**config.mk**
```make
export PLATFORM = sky130hd
export DESIGN_NAME = dbg_bus_master
export DESIGN_NICKNAME = d
export VERILOG_FILES = /design/src/rtl/dbg_bus_master.sv
export SDC_FILE = /design/constraint.sdc
export NUM_CORES = 1
export LEC_CHECK = 0
export ABC_AREA = 0
export CAP_MARGIN = 20
export CORE_UTILIZATION = 57
export CTS_BUF_LIST = sky130_fd_sc_hd__clkbuf_8
export CTS_CLUSTER_DIAMETER = 60
export CTS_CLUSTER_SIZE = 24
export DETAILED_ROUTE_END_ITERATION = 10
export PLACE_DENSITY_LB_ADDON = 0.25
export SYNTH_ARGS = -nofsm -noshare
export SYNTH_HDL_FRONTEND = slang
export SYNTH_SLANG_ARGS = --single-unit
```
**constraint.sdc**
```tcl
create_clock -name sys_clk -period 3.18 [get_ports sys_clk]
set_input_delay 0.954 -clock sys_clk [delete_from_list [all_inputs] [get_ports sys_clk]]
set_output_delay 0.954 -clock sys_clk [all_outputs]
set_load 0.05 [all_outputs]
```
**src/rtl/dbg_bus_master.sv**
```systemverilog
// dbg_bus_master: UART byte-stream debug loader, single-word
// initiator on a native valid/ready memory bus.
//
// Ports
//   sys_clk, sys_resetn   clock, async active-low reset
//   rx_data/rx_valid      command bytes from the UART receiver
//   tx_data/tx_valid/     response bytes to the UART transmitter
//   tx_ready
//   mem_*                 native bus initiator (valid/ready, addr,
//                         wdata, wstrb, rdata)
//   cpu_hold              bus grant request while a command runs
//   rx_overrun            sticky: byte dropped during BUS/RESP
//
// Commands: 'W' a3 a2 a1 a0 d3 d2 d1 d0 -> 'K'
//           'R' a3 a2 a1 a0             -> d3 d2 d1 d0
//           bus timeout on either       -> 'E'
//
// Optional build macro DBG_AUTOINC_EN adds an auto-incrementing
// address pointer and the short commands 'w' (+4 data) / 'r'.

module dbg_bus_master #(
  parameter int BUS_TIMEOUT = 1024,
  parameter int RX_TIMEOUT  = 50000
) (
  input  logic        sys_clk,
  input  logic        sys_resetn,
  input  logic [7:0]  rx_data,
  input  logic        rx_valid,
  output logic [7:0]  tx_data,
  output logic        tx_valid,
  input  logic        tx_ready,
  output logic        mem_valid,
  output logic [31:0] mem_addr,
  output logic [31:0] mem_wdata,
  output logic [3:0]  mem_wstrb,
  input  logic        mem_ready,
  input  logic [31:0] mem_rdata,
  output logic        cpu_hold,
  output logic        rx_overrun
);

  localparam int BCW = $clog2(BUS_TIMEOUT + 1);
  localparam int RCW = $clog2(RX_TIMEOUT + 1);

  localparam logic [BCW-1:0] BUS_LAST = BCW'(BUS_TIMEOUT - 1);
  localparam logic [BCW-1:0] BUS_ONE  = BCW'(1);
  localparam logic [RCW-1:0] RX_LAST  = RCW'(RX_TIMEOUT - 1);
  localparam logic [RCW-1:0] RX_ONE   = RCW'(1);

  localparam logic [7:0] CMD_W   = 8'h57;
  localparam logic [7:0] CMD_R   = 8'h52;
  localparam logic [7:0] RSP_ACK = 8'h4B;
  localparam logic [7:0] RSP_ERR = 8'h45;

  typedef enum logic [2:0] {
    S_IDLE,
    S_ADDR,
    S_DATA,
    S_BUS,
    S_RESP
  } state_t;

  state_t         state_q, state_d;
  logic           wr_q, wr_d;
  logic [31:0]    addr_q, addr_d;
  logic [31:0]    data_q, data_d;
  logic [1:0]     byte_cnt_q, byte_cnt_d;
  logic [BCW-1:0] bus_cnt_q, bus_cnt_d;
  logic [RCW-1:0] rx_cnt_q, rx_cnt_d;
  logic [7:0]     tx_data_q, tx_data_d;
  logic           tx_valid_q, tx_valid_d;
  logic [1:0]     resp_left_q, resp_left_d;
  logic           overrun_q, overrun_d;
  logic           hold_q, hold_d;
  logic           mem_valid_q, mem_valid_d;

`ifdef DBG_AUTOINC_EN
  localparam logic [7:0] CMD_WI = 8'h77;
  localparam logic [7:0] CMD_RI = 8'h72;

  logic [31:0]    ptr_q, ptr_d;
`endif

  always_ff @(posedge sys_clk or negedge sys_resetn) begin
    if (!sys_resetn) begin
      state_q     <= S_IDLE;
      wr_q        <= 1'b0;
      addr_q      <= '0;
      data_q      <= '0;
      byte_cnt_q  <= '0;
      bus_cnt_q   <= '0;
      rx_cnt_q    <= '0;
      tx_data_q   <= '0;
      tx_valid_q  <= 1'b0;
      resp_left_q <= '0;
      overrun_q   <= 1'b0;
      hold_q      <= 1'b0;
      mem_valid_q <= 1'b0;
    end else begin
      state_q     <= state_d;
      wr_q        <= wr_d;
      addr_q      <= addr_d;
      data_q      <= data_d;
      byte_cnt_q  <= byte_cnt_d;
      bus_cnt_q   <= bus_cnt_d;
      rx_cnt_q    <= rx_cnt_d;
      tx_data_q   <= tx_data_d;
      tx_valid_q  <= tx_valid_d;
      resp_left_q <= resp_left_d;
      overrun_q   <= overrun_d;
      hold_q      <= hold_d;
      mem_valid_q <= mem_valid_d;
    end
  end

`ifdef DBG_AUTOINC_EN
  always_ff @(posedge sys_clk or negedge sys_resetn) begin
    if (!sys_resetn) begin
      ptr_q <= '0;
    end else begin
      ptr_q <= ptr_d;
    end
  end
`endif

  always_comb begin
    state_d     = state_q;
    wr_d        = wr_q;
    addr_d      = addr_q;
    data_d      = data_q;
    byte_cnt_d  = byte_cnt_q;
    bus_cnt_d   = bus_cnt_q;
    rx_cnt_d    = rx_cnt_q;
    tx_data_d   = tx_data_q;
    tx_valid_d  = tx_valid_q;
    resp_left_d = resp_left_q;
    overrun_d   = overrun_q;
    hold_d      = hold_q;
    mem_valid_d = mem_valid_q;
`ifdef DBG_AUTOINC_EN
    ptr_d       = ptr_q;
`endif

    unique case (state_q)
      S_IDLE: begin
        if (rx_valid) begin
          unique case (rx_data)
            CMD_W, CMD_R: begin
              wr_d       = (rx_data == CMD_W);
              hold_d     = 1'b1;
              byte_cnt_d = '0;
              rx_cnt_d   = '0;
              state_d    = S_ADDR;
            end
`ifdef DBG_AUTOINC_EN
            // Short forms reuse the pointer and skip address bytes.
            CMD_WI: begin
              wr_d       = 1'b1;
              hold_d     = 1'b1;
              addr_d     = ptr_q;
              byte_cnt_d = '0;
              rx_cnt_d   = '0;
              state_d    = S_DATA;
            end
            CMD_RI: begin
              wr_d        = 1'b0;
              hold_d      = 1'b1;
              addr_d      = ptr_q;
              bus_cnt_d   = '0;
              mem_valid_d = 1'b1;
              state_d     = S_BUS;
            end
`endif
            default: ;
          endcase
        end
      end

      S_ADDR: begin
        if (rx_valid) begin
          addr_d     = {addr_q[23:0], rx_data};
          byte_cnt_d = byte_cnt_q + 2'd1;
          rx_cnt_d   = '0;
          if (byte_cnt_q == 2'd3) begin
`ifdef DBG_AUTOINC_EN
            ptr_d = {addr_d[31:2], 2'b00};
`endif
            if (wr_q) begin
              state_d = S_DATA;
            end else begin
              bus_cnt_d   = '0;
              mem_valid_d = 1'b1;
              state_d     = S_BUS;
            end
          end
        end else if (rx_cnt_q == RX_LAST) begin
          hold_d  = 1'b0;
          state_d = S_IDLE;
        end else begin
          rx_cnt_d = rx_cnt_q + RX_ONE;
        end
      end

      S_DATA: begin
        if (rx_valid) begin
          data_d     = {data_q[23:0], rx_data};
          byte_cnt_d = byte_cnt_q + 2'd1;
          rx_cnt_d   = '0;
          if (byte_cnt_q == 2'd3) begin
            bus_cnt_d   = '0;
            mem_valid_d = 1'b1;
            state_d     = S_BUS;
          end
        end else if (rx_cnt_q == RX_LAST) begin
          hold_d  = 1'b0;
          state_d = S_IDLE;
        end else begin
          rx_cnt_d = rx_cnt_q + RX_ONE;
        end
      end

      S_BUS: begin
        if (rx_valid) begin
          overrun_d = 1'b1;
        end
        if (mem_ready) begin
          mem_valid_d = 1'b0;
          tx_valid_d  = 1'b1;
          state_d     = S_RESP;
`ifdef DBG_AUTOINC_EN
          ptr_d       = ptr_q + 32'd4;
`endif
          if (wr_q) begin
            tx_data_d   = RSP_ACK;
            resp_left_d = 2'd0;
          end else begin
            // Byte 3 goes out now; the rest queue up MSB first.
            tx_data_d   = mem_rdata[31:24];
            data_d      = {mem_rdata[23:0], 8'h00};
            resp_left_d = 2'd3;
          end
        end else if (bus_cnt_q == BUS_LAST) begin
          mem_valid_d = 1'b0;
          tx_valid_d  = 1'b1;
          tx_data_d   = RSP_ERR;
          resp_left_d = 2'd0;
          state_d     = S_RESP;
        end else begin
          bus_cnt_d = bus_cnt_q + BUS_ONE;
        end
      end

      S_RESP: begin
        if (rx_valid) begin
          overrun_d = 1'b1;
        end
        if (tx_valid_q && tx_ready) begin
          if (resp_left_q != 2'd0) begin
            tx_data_d   = data_q[31:24];
            data_d      = {data_q[23:0], 8'h00};
            resp_left_d = resp_left_q - 2'd1;
          end else begin
            tx_valid_d = 1'b0;
            hold_d     = 1'b0;
            state_d    = S_IDLE;
          end
        end
      end

      default: begin
        state_d = S_IDLE;
      end
    endcase
  end

  assign tx_data    = tx_data_q;
  assign tx_valid   = tx_valid_q;
  assign mem_valid  = mem_valid_q;
  assign mem_addr   = {addr_q[31:2], 2'b00};
  assign mem_wdata  = data_q;
  assign mem_wstrb  = (mem_valid_q && wr_q) ? 4'hF : 4'h0;
  assign cpu_hold   = hold_q;
  assign rx_overrun = overrun_q;

endmodule

```
==> out/metrics.cfg <==
[clock_network]
numCtsBuffers=9
clk_latency_ns=0.38
h-tree-depth=3
hold_buffers=0
cts.sinks=111
cts.reportedPaths.clkPinSlew_ns=0.11
post_cts_resized=0
cts_root_buf=clkbuf_8
cts_tree=yes
clk_path_buf_depth=2
cts_setup_buffers=0

[drt]
first_pass_iters=5
totalWireLength_mm=13.9
dr.first_iter.drc_count=268
viasPerCell=5.87
wl_per_cell_um=17.4
drcViolationCount=0
detail-route-antenna-nets=0
num_vias=4670

[power_and_ir_drop]
vdd_drop_max_uv=359
leakage_uw=0.00305
power.density_nw_per_um2=374

[worst_setup_path]
startpoint_type=flop
end_kind=output port
crit_arrival_ns=2.03
cp.required_ns=2.23
path_max_fanout=10
criticalPathCategory=reg -> out

[die]
die_width_um=103
start_util=0.591
io_pins=125
die_h_um=103
row_count=36
coreArea_um2=9860
fp.dieArea_um2=10600

[timing]
fmax_ghz=0.335
hold_violations=0
worst_pin_slew_ns=0.932
rsz0062_at_grt=false
min_period_ns=2.99
period_share=0.940
slew_violations=0
setup_violations=0
relSlewSlack=0.372
finalClockSkew_ns=0.00997
fin_tns_setup_ns=0
worst_slack_ns=0.192

[synthesis]
synth_seq_area_share=0.476
synth_top_family_by_area=simple AND/OR/NAND/NOR gates
synth-simple-area-share=0.157
synthMuxAreaShare=0.142
yosysTopAreaCellShare=0.476
synth-xor-area-share=0.00751
netlist-cell-type-count=63
async_reset_ff_frac=1.00
syn_area_um2=5830
yosysTopAreaCell=dfrtp_1
ys.flop_type=dfrtp_1
synthAdderAreaFrac=0.00858
synth_most_common_cell=dfrtp_1
ys_seq_elements=111
synth_compound_area_frac=0.124
ys_top_cells_by_area=dfrtp_1 (48%), mux2_2 (12%), nand2_1 (6.3%)
synth_common_cells=dfrtp_1 (111), nand2_1 (98), mux2_2 (64), buf_4 (36), o21ai_0 (31)
netlist_instances=577
synth-edff-count=0
postSynthAreaPerCell_um2=10.1
yosys_warnings=0

[global_route]
gr-total-overflow=0
grt_max_degree=52
grtUsageTotal=0.277
grt_pass1_wl_mm=22.6
grt_pass1_vias=4599
antenna_found_initial=0

[finish]
drive_above_1_share=0.159
antennaDiodeCount=0
fillers=699
fin_nets=706
post-route-util=0.730
multi_input_area_um2=2570
regArea_um2=2780
areaGrowthSynthToFinish_pct=23.4

[placed_design]
dp_hpwl_mm=9.63
place_congestion=0.880
place_ws_ns=0.324
numPortBuffers=122

[min_path]
hp-class=reg -> reg

[status]
outcome=finished clean

[flow_run]
maxCapViolCount=0

-- cell type report --
class                           instances  share of cell area
Timing Repair Buffer                  133               0.188
Sequential cell                       111               0.386
Clock inverter                          7              0.0151
Multi-Input combinational cell        377               0.358
Tap cell                              133              0.0231
Clock buffer                            9              0.0172
Inverter                               25              0.0130
-- routing by layer --
layer  GRT usage  routed length (um)
met5           0                   0
met4      0.0834                 208
met3      0.0706                 867
met2       0.452                6870
met1       0.367                5910
-- cells in the final DEF (no fill, tap or decap), drive strengths merged, types with 4 or more instances in the layout --
| master | n |
|---|---|
| nand3 | 19 |
| nand2 | 98 |
| or4 | 4 |
| mux2i | 11 |
| nand4 | 8 |
| ha | 4 |
| and2 | 4 |
| or3 | 5 |
| nor4 | 5 |
| clkbuf | 9 |
| a31oi | 8 |
| nor2 | 10 |
| and3 | 6 |
| mux2 | 64 |
| a21oi | 20 |
| o31ai | 5 |
| clkdlybuf4s50 | 121 |
| buf | 12 |
| a41oi | 5 |
| o21ai | 32 |
| inv | 27 |
| dfrtp | 111 |
| a211o | 5 |
| o211ai | 4 |
| a211oi | 6 |
-- final timing paths --
check	to	slack [ns]	cells after the start	start
setup / recovery	mem_wstrb[0]	0.19	2	wr_q$_DFFE_PN0P_
hold / removal	rx_overrun$_DFFE_PN0P_	0.50	1	rx_overrun$_DFFE_PN0P_
setup reg to reg	mem_wdata[10]$_DFFE_PN0P_	0.88	4	state_q[0]$_DFFE_PN0P_
hold reg to reg	rx_overrun$_DFFE_PN0P_	0.50	1	rx_overrun$_DFFE_PN0P_
max in group asynchronous	rx_cnt_q[1]$_DFFE_PN0P_	1.95	2	sys_resetn
min in group asynchronous	tx_valid$_DFFE_PN0P_	0.52	1	sys_resetn
-- logic make-up (layout without fill, tap and decap cells) --
logic type | count (synthesis) | in the layout
mux | 75 | 75
fa+ha+maj | 4 | 4
buf+inv | 90 | 174
flops | 111 | 111
compound gates | 107 | 107
simple gates | 184 | 184
xor+xnor | 5 | 5
other cells | 1 | 2
-- sequential cells by signal, indices dropped and copies added (netlist names), 2 cells and up --
signal       cells
mem_wdata       32
bus_cnt_q       11
rx_cnt_q        16
byte_cnt_q       2
resp_left_q      2
tx_data          8
addr_q          32
state_q          3
-- through the flow --
| step | instances | hold WS [ns] | power (uW) | instance area, um^2 |
|---|---|---|---|---|
| 6_report | 795 | 0.495 | 2690 | 7200 |
| 3_3_place_gp | 779 | 0.458 | 1750 | 6960 |
| 3_5_place_dp | 779 | 0.470 | 1760 | 6960 |
| 5_1_grt | 795 | 0.513 | 2780 | 7200 |
| 4_1_cts | 795 | 0.499 | 2710 | 7200 |
| 2_1_floorplan | 578 | 0.446 | 1600 | 5840 |
-- worst max-delay path, cell delays in order, from the launching register on --
cell and delay [ns]:
dfrtp_1 0.58, and2_1 0.25, clkdlybuf4s50_1 0.82
-- power breakdown --
part,internal [uW],switching (uW),total [uW]
clock network,456,507,963
registers,1430,19.8,1450
logic,113,164,277
(Power assumes the default switching activity.)
